--- src/rtl/lcd_cfah_sched_pkg.sv ---
// Shared types and constants for the CFAH LCD command scheduler.
package lcd_cfah_sched_pkg;

    typedef enum logic [1:0] {
        S_BOOT,
        S_ISSUE,
        S_WAIT,
        S_IDLE
    } state_e;

    typedef enum logic [2:0] {
        CMD_INIT,
        CMD_DCTRL,
        CMD_CLEAR,
        CMD_CGRAM,
        CMD_LINE0,
        CMD_LINE1
    } cmd_e;

    // Pending-vector bit positions; a lower index means a higher priority.
    localparam int unsigned N_PEND     = 5;
    localparam int unsigned PRIO_CLEAR = 0;
    localparam int unsigned PRIO_DCTRL = 1;
    localparam int unsigned PRIO_CGRAM = 2;
    localparam int unsigned PRIO_LINE0 = 3;
    localparam int unsigned PRIO_LINE1 = 4;

    // Map a one-hot grant back to the command it selects.
    function automatic cmd_e grant_to_cmd(input logic [N_PEND-1:0] grant);
        cmd_e cmd;
        cmd = CMD_CLEAR;
        if (grant[PRIO_DCTRL]) cmd = CMD_DCTRL;
        if (grant[PRIO_CGRAM]) cmd = CMD_CGRAM;
        if (grant[PRIO_LINE0]) cmd = CMD_LINE0;
        if (grant[PRIO_LINE1]) cmd = CMD_LINE1;
        return cmd;
    endfunction

endpackage

--- src/rtl/lcd_cfah_prio_enc.sv ---
// Fixed-priority arbiter: the lowest set bit of the pending vector wins.
module lcd_cfah_prio_enc
    import lcd_cfah_sched_pkg::*;
(
    input  logic [N_PEND-1:0] i_pend,
    output logic [N_PEND-1:0] o_grant_c
);

    // Isolate the lowest set bit (two's-complement trick).
    always_comb begin
        o_grant_c = i_pend & (~i_pend + N_PEND'(1));
    end

endmodule

--- src/rtl/lcd_cfah_cmd_sched.sv ---
// Command scheduler for lcd_cfah_top: runs the power-up sequence, then
// arbitrates queued refresh requests and issues one command at a time.
module lcd_cfah_cmd_sched
    import lcd_cfah_sched_pkg::*;
#(
    parameter int unsigned G_TIMEOUT_CYCLES = 1000000,
    parameter int unsigned G_CNT_WIDTH      = 24
) (
    input  logic       clk,
    input  logic       rst,
    input  logic       i_req_clear,
    input  logic       i_req_dctrl,
    input  logic       i_req_cgram,
    input  logic [1:0] i_req_line,
    input  logic       i_control_done,
    output logic       o_start_init,
    output logic       o_display_ctrl_cmd,
    output logic       o_clear_display_cmd,
    output logic       o_update_lcd,
    output logic       o_update_cgram,
    output logic       o_lcd_all_char,
    output logic       o_lcd_line_sel,
    output logic       o_cgram_all_char,
    output logic       o_busy,
    output logic       o_init_done,
    output logic       o_timeout_err
);

    localparam logic [G_CNT_WIDTH-1:0] TMO_LAST = G_CNT_WIDTH'(G_TIMEOUT_CYCLES - 1);

    state_e                  state_q, state_d;
    cmd_e                    boot_cmd_q, boot_cmd_d;
    logic [N_PEND-1:0]       pend_q, pend_d;
    logic [G_CNT_WIDTH-1:0]  cnt_q, cnt_d;
    logic                    init_done_q, init_done_d;
    logic                    err_q, err_d;
    logic                    busy_q, busy_d;
    logic                    start_init_q, start_init_d;
    logic                    dctrl_q, dctrl_d;
    logic                    clear_q, clear_d;
    logic                    update_lcd_q, update_lcd_d;
    logic                    update_cgram_q, update_cgram_d;
    logic                    lcd_all_q, lcd_all_d;
    logic                    line_sel_q, line_sel_d;
    logic                    cgram_all_q, cgram_all_d;

    logic [N_PEND-1:0]       req_vec;
    logic [N_PEND-1:0]       grant_c;
    logic                    issue;
    cmd_e                    issue_cmd;

    // Gather the one-cycle request strobes into priority order.
    always_comb begin
        req_vec             = '0;
        req_vec[PRIO_CLEAR] = i_req_clear;
        req_vec[PRIO_DCTRL] = i_req_dctrl;
        req_vec[PRIO_CGRAM] = i_req_cgram;
        req_vec[PRIO_LINE0] = i_req_line[0];
        req_vec[PRIO_LINE1] = i_req_line[1];
    end

    lcd_cfah_prio_enc u_prio_enc (
        .i_pend    (pend_q),
        .o_grant_c (grant_c)
    );

    // Next-state, pending, timeout and registered-output logic.
    always_comb begin
        state_d     = state_q;
        boot_cmd_d  = boot_cmd_q;
        pend_d      = pend_q | req_vec;
        cnt_d       = cnt_q;
        init_done_d = init_done_q;
        err_d       = err_q;
        lcd_all_d   = lcd_all_q;
        line_sel_d  = line_sel_q;
        cgram_all_d = cgram_all_q;
        issue       = 1'b0;
        issue_cmd   = boot_cmd_q;

        case (state_q)
            S_BOOT: begin
                issue     = 1'b1;
                issue_cmd = boot_cmd_q;
                state_d   = S_ISSUE;
            end
            S_ISSUE: begin
                cnt_d   = '0;
                state_d = S_WAIT;
            end
            S_WAIT: begin
                if (i_control_done || (cnt_q == TMO_LAST)) begin
                    // A timeout abandons the command and carries on as if done.
                    if (!i_control_done) begin
                        err_d = 1'b1;
                    end
                    lcd_all_d   = 1'b0;
                    line_sel_d  = 1'b0;
                    cgram_all_d = 1'b0;
                    if (init_done_q) begin
                        state_d = S_IDLE;
                    end else if (boot_cmd_q == CMD_CLEAR) begin
                        init_done_d = 1'b1;
                        state_d     = S_IDLE;
                    end else begin
                        boot_cmd_d = (boot_cmd_q == CMD_INIT) ? CMD_DCTRL : CMD_CLEAR;
                        state_d    = S_BOOT;
                    end
                end else begin
                    cnt_d = cnt_q + G_CNT_WIDTH'(1);
                end
            end
            S_IDLE: begin
                if (init_done_q && (pend_q != '0)) begin
                    issue       = 1'b1;
                    issue_cmd   = grant_to_cmd(grant_c);
                    // A same-cycle request on the granted source keeps its flag set.
                    pend_d      = (pend_q & ~grant_c) | req_vec;
                    lcd_all_d   = (issue_cmd == CMD_LINE0) || (issue_cmd == CMD_LINE1);
                    line_sel_d  = (issue_cmd == CMD_LINE1);
                    cgram_all_d = (issue_cmd == CMD_CGRAM);
                    state_d     = S_ISSUE;
                end
            end
            default: begin
                state_d = S_BOOT;
            end
        endcase

        start_init_d   = issue && (issue_cmd == CMD_INIT);
        dctrl_d        = issue && (issue_cmd == CMD_DCTRL);
        clear_d        = issue && (issue_cmd == CMD_CLEAR);
        update_cgram_d = issue && (issue_cmd == CMD_CGRAM);
        update_lcd_d   = issue && ((issue_cmd == CMD_LINE0) || (issue_cmd == CMD_LINE1));
        busy_d         = (state_d != S_IDLE);
    end

    // State and output registers with synchronous reset.
    always_ff @(posedge clk) begin
        if (rst) begin
            state_q        <= S_BOOT;
            boot_cmd_q     <= CMD_INIT;
            pend_q         <= '0;
            cnt_q          <= '0;
            init_done_q    <= 1'b0;
            err_q          <= 1'b0;
            busy_q         <= 1'b1;
            start_init_q   <= 1'b0;
            dctrl_q        <= 1'b0;
            clear_q        <= 1'b0;
            update_lcd_q   <= 1'b0;
            update_cgram_q <= 1'b0;
            lcd_all_q      <= 1'b0;
            line_sel_q     <= 1'b0;
            cgram_all_q    <= 1'b0;
        end else begin
            state_q        <= state_d;
            boot_cmd_q     <= boot_cmd_d;
            pend_q         <= pend_d;
            cnt_q          <= cnt_d;
            init_done_q    <= init_done_d;
            err_q          <= err_d;
            busy_q         <= busy_d;
            start_init_q   <= start_init_d;
            dctrl_q        <= dctrl_d;
            clear_q        <= clear_d;
            update_lcd_q   <= update_lcd_d;
            update_cgram_q <= update_cgram_d;
            lcd_all_q      <= lcd_all_d;
            line_sel_q     <= line_sel_d;
            cgram_all_q    <= cgram_all_d;
        end
    end

    assign o_start_init        = start_init_q;
    assign o_display_ctrl_cmd  = dctrl_q;
    assign o_clear_display_cmd = clear_q;
    assign o_update_lcd        = update_lcd_q;
    assign o_update_cgram      = update_cgram_q;
    assign o_lcd_all_char      = lcd_all_q;
    assign o_lcd_line_sel      = line_sel_q;
    assign o_cgram_all_char    = cgram_all_q;
    assign o_busy              = busy_q;
    assign o_init_done         = init_done_q;
    assign o_timeout_err       = err_q;

endmodule
--- config.mk ---
export PLATFORM = sky130hd
export DESIGN_NAME = lcd_cfah_cmd_sched
export DESIGN_NICKNAME = d
export VERILOG_FILES = /design/src/rtl/lcd_cfah_sched_pkg.sv /design/src/rtl/lcd_cfah_prio_enc.sv /design/src/rtl/lcd_cfah_cmd_sched.sv
export SDC_FILE = /design/constraint.sdc
export NUM_CORES = 1
export LEC_CHECK = 0
export BUFFER_PORTS_ARGS = -buffer_cell sky130_fd_sc_hd__clkbuf_2
export CAP_MARGIN = 20
export CORE_UTILIZATION = 59
export DETAILED_ROUTE_END_ITERATION = 16
export HOLD_SLACK_MARGIN = 0.12
export PLACE_DENSITY = 0.84
export SLEW_MARGIN = 0
export SYNTH_ARGS = -nofsm -noshare
export SYNTH_HDL_FRONTEND = slang
export SYNTH_SLANG_ARGS = --single-unit
export TNS_END_PERCENT = 20
--- constraint.sdc ---
create_clock -name clk -period 4.24 [get_ports clk]
set_clock_uncertainty 0.2 [all_clocks]
set_input_delay 0.212 -clock clk [delete_from_list [all_inputs] [get_ports clk]]
set_output_delay 0.212 -clock clk [all_outputs]
set_load 0.02 [all_outputs]
# After elaboration in Yosys (flattened, before gate mapping)

Cells that the tools add are included.

Flip-flop bits (word level): 45
Input bits: 8
Output and inout bits: 11
Word-level logic and storage cells: 92

Add/subtract/negate cells: 2
Equality and inequality tests: 17
Muxes and demuxes: 29
Bitwise gates (word level): 9
Reductions and logical operators: 20

Operators with widths:

| operator                                         | count |
|---|---|
| case mux 24 bit (2 select lines)                 | 1 |
| adder 24 x 1 -> 24 bit (second input constant)   | 1 |
| == test 24 x 20 -> 1 bit (second input constant) | 1 |
| 2-to-1 mux 24 bit                                | 1 |
| 2-to-1 mux 3 bit                                 | 7 |
| == test 3 x 2 -> 1 bit (second input constant)   | 4 |
| == test 3 bit (second input constant)            | 4 |
| 2-to-1 mux 2 bit                                 | 6 |
| AND 5 bit                                        | 2 |
| 2-to-1 mux 5 bit                                 | 2 |
| NOT 5 bit                                        | 2 |
| bitwise OR 5 bit                                 | 2 |
| inequality test 2 bit (second input constant)    | 4 |
| case mux 1 bit (2 select lines)                  | 4 |
| case mux 2 bit (4 select lines)                  | 1 |
| 2-to-1 mux 1 bit                                 | 7 |
| logical AND 1 bit                                | 6 |
| zero test 3 bit                                  | 2 |
| AND reduction 3 bit                              | 2 |
| adder 5 x 1 -> 5 bit (second input constant)     | 1 |
| nonzero test 5 bit                               | 1 |
| == test 2 bit (second input constant)            | 2 |
| AND reduction 2 bit                              | 2 |
| AND reduction 4 bit                              | 1 |
| 6 further kinds                                  | 11 |

# Longest topological paths before layout

Gate-level depths: netlist of the first run.

Depth in word-level cells: 14
Mapped depth: 9
Depth with buffers taken out: 7

# Cells and area by module

From an unflattened synthesis of the first run, not the netlist that was laid out.

Cells, all modules: 280
Area total of the unflattened synthesis: 2,362.3 µm²

By module, submodules not included:

| module             | times used | cells each | area an instance (µm²) | seq. area each (µm²) |
|---|---|---|---|---|
| lcd_cfah_cmd_sched | 1          | 274        | 2,307.2                | 880.8 |
| lcd_cfah_prio_enc  | 1          | 6          | 55.1                   | 0.0 |

# Worst setup path before layout of the first run

OpenSTA, ideal clock, no wires.

Path type: reg-to-reg
Start point: register cnt_q[0]
End point: register busy_q (netlist: o_busy)
Library setup time: 0.124 ns
Arrival time: 1.759 ns
Data required time: 3.916 ns
Slack: 2.157 ns
Stages on the path, launching flop included: 7
Buffers on the path: 0
Period minus slack after synthesis: 2.083 ns
Cell sequence: dfxtp_1 > ha_1 > nand3_2 > or3_4 > nor4_1 > nor3_1 > a2111o_1

Longest elaborated chain between the ends: 5

RTL lines:

| item                            | RTL line                  | source |
|---|---|---|
| start, declared                 | lcd_cfah_cmd_sched.sv:34  | `logic [G_CNT_WIDTH-1:0] cnt_q, cnt_d;` |
| start signal, assigned          | lcd_cfah_cmd_sched.sv:160 | `cnt_q <= cnt_d;` |
| == test 24 x 20 -> 1 bit        | lcd_cfah_cmd_sched.sv:92  | `if (i_control_done \|\| (cnt_q == TMO_LAST)) begin` |
| logical OR 1 bit                | lcd_cfah_cmd_sched.sv:92  |  |
| 2-to-1 mux 2 bit                | lcd_cfah_cmd_sched.sv:92  |  |
| case mux 2 bit (4 select lines) | lcd_cfah_cmd_sched.sv:81  | `case (state_q)` |
| inequality test 2 bit           | lcd_cfah_cmd_sched.sv:135 | `busy_d = (state_d != S_IDLE);` |
| end signal, assigned            | lcd_cfah_cmd_sched.sv:163 | `busy_q <= busy_d;` |
| end, declared                   | lcd_cfah_cmd_sched.sv:37  | `logic busy_q, busy_d;` |

Every way passes these cells.
A chain may end at the register's enable or synchronous reset.

# Worst setup path after layout of the first run

Start point: register cnt_q[0]
End point: register cnt_q[20]

Longest elaborated chain between the ends: 4
Elaborated cells between the ends (all ways): 7
Those cells by class: 1 x add/sub; 2 x eq/ne; 2 x mux; 2 x reduce/logical

RTL lines:

| item |
|---|
| branches (longest 4 deep; another with adder 24 x 1 -> 24 bit) |

Parallel ways; which one is timed is not known. The select of a mux whose other input is x is not followed.

==> flow_summary.ini, run 1 <==
[run_status]
status = complete, no violations

[clocking]
htreeDepth = 2
clkLatencyLatePin_ns = 0.30
cts_tree = yes
root_buffer = clkbuf_8
clockBufferDepth = 2
path_clk_slew_ns = 0.08
postCtsHoldBufs = 5
post_cts_buffers = 0
cts.repair.resized = 0
cts_buffers = 5
cts_num_sinks = 44

[layout]
fin_nets = 301
drive_above_1_share_pct = 16.6
fillers = 311
area_growth_pct = 10.5
utilization_pct = 69.1
final_cell_mix = 44 x dfxtp_1, 30 x nor2_1, 27 x a21oi_1
final_common_cell = dfxtp_1
num_antenna_cells = 0
seq_area_sq_um = 881
multi_input_area_sq_um = 1360

[routing]
drtAntennaViolNets = 0
via_per_inst = 6.28
routedWlPerCell_um = 15.4
drc = 0
vias = 2117
routed_wl_um = 5210
first_iter_violations = 167
dr.pass1.iters = 5

[critical_path]
cp-start-kind = flop
r2r_cells = 6
criticalPathCategory = reg2reg
cp-end-kind = flop
worst_r2r_endpoint = cnt_q[20]
reg2reg_from = cnt_q[0]
worstPathMaxFanout = 26
r2r_slack_ns = 1.55
cp_data_required_time_ns = 4.21
arrival_ns = 2.66
startpoint = cnt_q[0]
crit_path_end = cnt_q[20]

[pwr]
vdd_drop_max_mv = 0.259
power.density_nw_per_um2 = 342
p_leak_nw = 0.905

[timing]
fin_tns_setup_ns = 0
timing.hold.ws_ns = 0.174
rsz0062_at_grt = no
setup_violations = 0
min_period_ns = 2.69
hold_viol_final = 0
worst_slew_margin_rel_pct = 32.0
fmax_ghz = 0.372
period_share_pct = 63.3
slew_violations = 0
worstMarginPinSlew_ns = 1.02

[yosys]
ys.flop_type = dfxtp_1
postSynth.asyncResetShare_pct = 0
synth_seq_cells = 44
synthTopCellsByArea = dfxtp_1 38%, a21oi_1 5.8%, nor2_1 4.8%
syn-instance-count = 268
syn_nets = 281
ys_warn_count = 0
synth_top_area_share_pct = 37.6
synth_seq_area_share_pct = 37.6
syn_area_per_cell_sq_um = 8.73
yosysTopAreaCell = dfxtp_1
synth_edf_count = 0
netlist_area_sq_um = 2340
synth_cell_types = 59

[global_route]
gr-usage-met1_pct = 35.9
grt_max_degree = 30
grtUsageMet3_pct = 6.87
antenna_found_initial = 0
busiest_layer = met2
grt_pass1_vias = 1870
grt_usage_pct = 26.7
grt-ovfl-total = 0
use_met2_pct = 41.0
grt_pass1_wl_um = 8470

[die]
die_x_um = 65.0
core_sq_um = 3740
rows = 22
ios = 19
initial_core_util_pct = 62.5
die_y_um = 65.0
dieArea_sq_um = 4220

[run]
maxCapViolCount = 0

[placement]
routabilityCongestion = 0.865
io_buffers = 18
hpwl_um = 3380

[min_path]
min_path_type = in2reg
## worst min-delay path by stage
stage / cells after the start / from / to
floorplan: 2 / i_req_clear / pend_q[0]
global placement: 3 / i_req_cgram / pend_q[2]
detailed placement: 3 / i_req_line[0] / pend_q[3]
CTS: 5 / i_control_done / state_q[0]
global route: 5 / i_control_done / state_q[0]
finish: 4 / i_control_done / o_timeout_err
## flip-flops by register name, summed over array words and instances (netlist names), 2 cells and up
name and flops:
state_q 2, boot_cmd_q 2, pend_q 5, cnt_q 24
## metrics by stage
step                worst slack (ns)  area (sq um)  cells  power, mW
floorplan                       2.16          2340    268      0.539
global placement                1.68          2430    324      0.565
detailed placement              1.63          2430    324      0.567
CTS                             1.58          2580    337      0.884
global route                    1.40          2580    337      0.921
finish                          1.55          2580    337      0.883
## critical path, stage by stage, from the launching register on
cell,delay (ns)
dfxtp_1,0.39
ha_1,0.23
nand3_2,0.16
or3_4,0.40
o31ai_4,0.82
a2111o_1,0.28
a21oi_1,0.06
## power breakdown
group          internal [mW]  switching (mW)
clock network          0.175           0.144
logic                 0.0384          0.0876
registers              0.426          0.0121
total                  0.639           0.244
## cell type report
| type | count | share of cell area [%] |
|---|---|---|
| Inverter | 9 | 1.31 |
| Clock buffer | 6 | 2.81 |
| Clock inverter | 2 | 1.36 |
| Sequential cell | 44 | 34.1 |
| Tap cell | 48 | 2.32 |
| Multi-Input combinational cell | 205 | 52.7 |
| Timing Repair Buffer | 23 | 5.42 |
## Yosys cell counts (2+ instances only)
library cell,instances
inv_1,8
and4_1,2
o41ai_1,3
nor2_2,2
buf_2,2
a31oi_1,2
a21oi_1,27
nor4_2,2
clkbuf_1,5
o21a_1,3
buf_6,3
nand3_1,12
ha_1,5
o211ai_1,4
nor2b_1,3
nand2_2,3
o31ai_1,11
or4_1,10
nor3_2,2
o21ai_1,3
nand2_1,19
a2111o_1,5
and3_1,3
or3_1,2
dfxtp_1,44
mux2i_1,4
o2111ai_1,2
nand4_1,7
nor4_1,3
nor2_1,30
nor3_1,6
o21ai_0,4
## layer usage
layer	wire [um]	vias to the layer above
met3	298	7
li1	-	1053
met5	0	-
met2	2380	58
met4	51	0
met1	2480	999
## kinds of logic (layout without fill, tap and decap cells)
| family | count (synthesis) | count (layout) | share of synthesized area [%] |
|---|---|---|---|
| AOI/OAI and AO/OA | 74 | 74 | 22.0 |
| adders and majority gates | 5 | 5 | 2.67 |
| buffers and inverters | 19 | 40 | 4.12 |
| DFF | 44 | 44 | 37.6 |
| muxes | 5 | 5 | 2.19 |
| and+or+nand+nor | 121 | 121 | 31.3 |
(Power assumes the default switching activity.)
==> run 2, diff against run 1 <==
ABC_AREA = 1   (was not set)
CORE_UTILIZATION = 54   (was 59)
PLACE_DENSITY = 0.81   (was 0.84)
clock period = 2.4 ns   (was 4.24 ns; I/O delays follow)
==> run 2 against run 1 <==
  * Cell area grew 13%
  * Sequential share of layout area shrank 3.8 points
  * Worst setup slack lost 1.4 ns
  * Clock power grew 81%
  * Critical path type unchanged
  * Critical path depth grew 2
  * Synthesized cell count grew 55%
==> flow_summary.ini, run 2 <==
[routing]
vias = 2610
drc = 0
drtAntennaViolNets = 0
routed_wl_um = 6150
dr.pass1.iters = 7
routedWlPerCell_um = 12.2
via_per_inst = 5.19
first_iter_violations = 197

[die]
die_x_um = 70.8
die_y_um = 70.8
initial_core_util_pct = 57.5
rows = 24
core_sq_um = 4440
dieArea_sq_um = 5010
ios = 19

[critical_path]
crit_path_frequent_cell = inv_1
worstPathMaxFanout = 9
reg2reg_from = state_q[0]
cp-start-kind = flop
r2r_cells = 8
cp_data_required_time_ns = 2.40
criticalPathCategory = reg2reg
r2r_slack_ns = 0.20
arrival_ns = 2.20
cpMaxStageDelayCell = dlygate4sd3_1
cp-end-kind = flop
crit_chain = inv_1, ha_1, buf_4, nand2_2, inv_1, a21oi_1, nor2_1, dlygate4sd3_1
worst_r2r_endpoint = o_timeout_err
slowest_delay_ns = 0.56

[clocking]
cts_buffers = 5
clockBufferDepth = 2
htreeDepth = 2
cts_num_sinks = 44
clkLatencyLatePin_ns = 0.30
path_clk_slew_ns = 0.09
root_buffer = clkbuf_8
cts_tree = yes

[global_route]
grt-ovfl-total = 0
antenna_found_initial = 0
grt_max_degree = 28
grt_pass1_vias = 2319
grt_pass1_wl_um = 10300
grt_usage_pct = 26.2

[timing]
setup_violations = 0
fin_tns_setup_ns = 0
rsz0062_at_grt = no
period_share_pct = 91.7
min_period_ns = 2.20
worstMarginPinSlew_ns = 0.356
worst_slew_margin_rel_pct = 76.2
fmax_ghz = 0.454
slew_violations = 0
timing.hold.ws_ns = 0.274
hold_viol_final = 0

[layout]
fin_nets = 463
final_cell_mix = 115 x nand2_1, 96 x nor2_1, 48 x inv_1
largest_register_ffs = 24
reg_top3 = cnt_q: 24 flops, pend_q: 5 flops
top_register = cnt_q
drive_above_1_share_pct = 10.9
area_growth_pct = 14.5
final_common_cell = nand2_1
num_antenna_cells = 0

[pwr]
p_comb_share_pct = 18.4
clockPowerShare_pct = 34.6
vdd_drop_max_mv = 0.378
p_leak_nw = 1.20
swShare_pct = 29.9
p_switching_mw = 0.499
internal-power_mw = 1.17
power.density_nw_per_um2 = 569
seqPwrFrac_pct = 47.0

[yosys]
synth_seq_area_share_pct = 34.5
syn-instance-count = 416
synth_common_cells = 115 x nand2_1, 96 x nor2_1, 48 x inv_1
synth_seq_cells = 44
synth_xor_xnor_area_share_pct = 1.71
netlist_area_sq_um = 2560
yosysMostFrequentCell = nand2_1
ys.flop_type = dfxtp_1
synth_compound_area_share_pct = 8.08
ys_warn_count = 0
syn_area_per_cell_sq_um = 6.14
synth_cell_types = 29
synthTopCellsByArea = dfxtp_1 34%, nand2_1 17%, nor2_1 14%
synth_top_area_share_pct = 34.5
yosysTopAreaCell = dfxtp_1
synth_top_family_by_area = simple AND/OR/NAND/NOR gates
syn_nets = 429
muxShareOfSynthArea_pct = 0
synth-simple-area-share_pct = 43.2
synth_adder_area_share_pct = 2.45
synth_edf_count = 0
postSynth.asyncResetShare_pct = 0

[min_path]
min_path_type = reg2reg
min_from = boot_cmd_q[1]
hold_depth = 2
holdPathEnd = boot_cmd_q[1]

[placement]
io_buffers = 18
routabilityCongestion = 0.943
hpwl_um = 4350

[run_status]
status = complete, no violations

[run]
maxCapViolCount = 0
==> run 2: routing by layer <==
metal  up-vias  track usage (%)  share of wire, %  wire length [um]
li1       1362                -                 -                 -
met2        83             40.8                44              2690
met4         0             11.1               2.8               172
met5         -                0                 0                 0
met1      1148             35.2                47              2880
met3        17             5.98               6.6               404
==> run 2: worst max-delay path, delay by kind of cell (launching register included) <==
| family | cells | cell delay, ns |
|---|---|---|
| buffers and inverters | 4 | 0.94 |
| adders and majority gates | 1 | 0.27 |
| and+or+nand+nor | 2 | 0.16 |
| DFF | 1 | 0.40 |
| AOI/OAI and AO/OA | 1 | 0.13 |
==> run 2: cells by family after synthesis <==
group,after synthesis
simple gates,264
buf+inv,58
compound gates,40
flops,44
xor+xnor,5
fa+ha+maj,5
==> run 2: what timing repair did <==
| action | CTS | global route |
|---|---|---|
| setup endpoints to repair | 0 | 1 |
| setup buffers | 0 | 0 |
| resized for setup | 0 | 7 |
| hold buffers | 13 | 0 |
| hold endpoints to repair | 30 | 0 |
==> run 2: cell type report <==
type,count,area [sq um]
inverters,51,191
clock inverters,3,42.5
clock buffers,5,68.8
flip-flops and latches,44,887
fillers,409,1520
repair buffers,34,243
multi-input cells,314,1430
well taps,52,65.1
==> run 2: worst max-delay path by stage <==
| stage | startpoint | to | slack [ns] | cells after the start |
|---|---|---|---|---|
| floorplan | cnt_q[0] | cnt_q[4] | 0.62 | 9 |
| global placement | cnt_q[0] | cnt_q[10] | 0.42 | 8 |
| detailed placement | cnt_q[0] | cnt_q[2] | 0.37 | 8 |
| CTS | cnt_q[0] | o_timeout_err | 0.12 | 10 |
| global route | state_q[0] | pend_q[2] | 0.007 | 7 |
| finish | state_q[0] | o_timeout_err | 0.20 | 8 |
==> run 2: power by group through the flow <==
stage               registers, mW  clock network (mW)  logic, mW
finish                      0.782               0.577      0.306
floorplan                   0.814                   0      0.219
global route                0.786               0.612      0.339
global placement            0.797                   0      0.280
CTS                         0.781               0.586      0.304
detailed placement          0.798                   0      0.284
==> run 2: through the flow <==
| stage | area (sq um) | instances | setup slack, ns | utilization (%) | power [mW] |
|---|---|---|---|---|---|
| after CTS | 2910 | 503 | 0.116 | 65.4 | 1.67 |
| after detailed placement | 2670 | 482 | 0.367 | 60.0 | 1.08 |
| after global placement | 2670 | 482 | 0.423 | 60.0 | 1.08 |
| final | 2930 | 503 | 0.199 | 65.9 | 1.67 |
| after floorplan | 2560 | 416 | 0.619 | - | 1.03 |
| after global routing | 2930 | 503 | 0.00701 | 65.9 | 1.74 |
==> run 3, diff against run 2 <==
REMOVE_ABC_BUFFERS = 1   (was not set)
==> run 3 against run 2 <==
  * Count of clock-buffer cells in the layout did not move
  * Cell area fell by 2.5%
  * Register-to-register slack barely moved
  * Non-clock buffer count decreased by 3
  * Sequential share of layout area increased by 0.57 points
==> flow_summary.ini, run 3 (same netlist as run 2, synthesis figures left out) <==
[run_status]
status = complete, no violations

[routing]
drc = 0
routedWlPerCell_um = 12.8
dr.pass1.iters = 6
vias = 2671
first_iter_violations = 293
routed_wl_um = 6370
drtAntennaViolNets = 0
via_per_inst = 5.35

[timing]
worstMarginPinSlew_ns = 0.500
timing.final.ws_setup_ns = 0.202
rsz0062_at_grt = no
setup_violations = 0
slew_violations = 0
fin_tns_setup_ns = 0
period_share_pct = 91.6
fmax_ghz = 0.455
hold_viol_final = 0
min_period_ns = 2.20
worst_slew_margin_rel_pct = 66.7

[layout]
fin_cells = 499
multi_input_area_sq_um = 1420
largest_register_ffs = 24
area_growth_pct = 11.6
final_cell_mix = 115 x nand2_1, 96 x nor2_1, 48 x inv_1
fin_nets = 460
final_common_cell = nand2_1
reg_top3 = cnt_q: 24 flops, pend_q: 5 flops
drive_above_1_share_pct = 8.95
num_antenna_cells = 0
top_register = cnt_q
seq_area_sq_um = 881
final_area_sq_um = 2850
fillers = 422
utilization_pct = 64.2

[global_route]
grt_usage_pct = 26.8
gr-usage-met1_pct = 35.4
antenna_found_initial = 0
use_met2_pct = 44.9
grtUsageMet3_pct = 5.41
grt_max_degree = 19
grt-ovfl-total = 0
grt_pass1_vias = 2353
busiest_layer = met2
grt_pass1_wl_um = 10700

[die]
dieArea_sq_um = 5010
ios = 19
die_x_um = 70.8
die_y_um = 70.8
initial_core_util_pct = 57.5
rows = 24
core_sq_um = 4440

[min_path]
hold_depth = 2
min_path_type = reg2reg

[clocking]
cts_buffers = 5
post_cts_buffers = 0
cts_tree = yes
clockBufferDepth = 2
postCtsHoldBufs = 12
clkLatencyLatePin_ns = 0.30
root_buffer = clkbuf_8
cts_num_sinks = 44
cts.repair.resized = 0
htreeDepth = 2
path_clk_slew_ns = 0.09

[critical_path]
cp-start-kind = flop
r2r_cells = 8
cp-end-kind = flop
cp_data_required_time_ns = 2.40
criticalPathCategory = reg2reg
worstPathMaxFanout = 18
arrival_ns = 2.20
r2r_slack_ns = 0.20

[placement]
io_buffers = 18
post_dp_cell_area_sq_um = 2650
place_ws_ns = 0.271
hpwl_um = 4480
dp_cells = 480
routabilityCongestion = 0.956

[run]
maxCapViolCount = 0

[pwr]
power.density_nw_per_um2 = 540
vdd_drop_max_mv = 0.390
p_leak_nw = 1.17
-- run 3: changes by cell type in the layout (fill, tap and decap cells not counted), sizes merged --
cell,change
buf,-2
bufinv,-1
dlygate4sd3,-1
-- run 3: worst paths after layout --
path,start,to
worst max-delay path,cnt_q[0],cnt_q[4]
worst min register to register,o_timeout_err,o_timeout_err
worst min-delay path,o_timeout_err,o_timeout_err
worst max register to register,cnt_q[0],cnt_q[4]
-- run 3: final cells by class --
| cell class | count | area share (%) |
|---|---|---|
| Tap cell | 52 | 2.28 |
| Inverter | 51 | 6.71 |
| Timing Repair Buffer | 31 | 7.63 |
| Clock buffer | 5 | 2.41 |
| Sequential cell | 44 | 30.9 |
| Clock inverter | 2 | 0.439 |
| Multi-Input combinational cell | 314 | 49.6 |
-- run 3: layer usage --
layer,up-vias,share of wire [%]
li1,1354,-
met1,1201,45
met4,0,1.2
met3,12,7.4
met5,-,0
met2,104,46
-- run 3: power breakdown --
group	switching (mW)	internal, mW	leakage, nW
Combinational	0.209	0.0933	0.772
Sequential	0.0212	0.760	0.357
Clock	0.259	0.197	0.0400
Total	0.490	1.05	1.17
-- run 3: through the flow --
stage | power [mW] | hold WS, ns
after floorplan | 0.991 | -0.0176
after global placement | 1.07 | 0.124
after detailed placement | 1.08 | 0.148
after CTS | 1.54 | 0.294
after global routing | 1.61 | 0.334
final | 1.54 | 0.288
-- run 3: worst max-delay path: stages, from the launching register on --
cell and delay (ns):
dfxtp_1 0.42, ha_1 0.29, nand3_1 0.16, nor2_1 0.16, nand3_2 0.14, nand3_2 0.25
nand2_4 0.20, a21oi_1 0.20, nor2_1 0.06
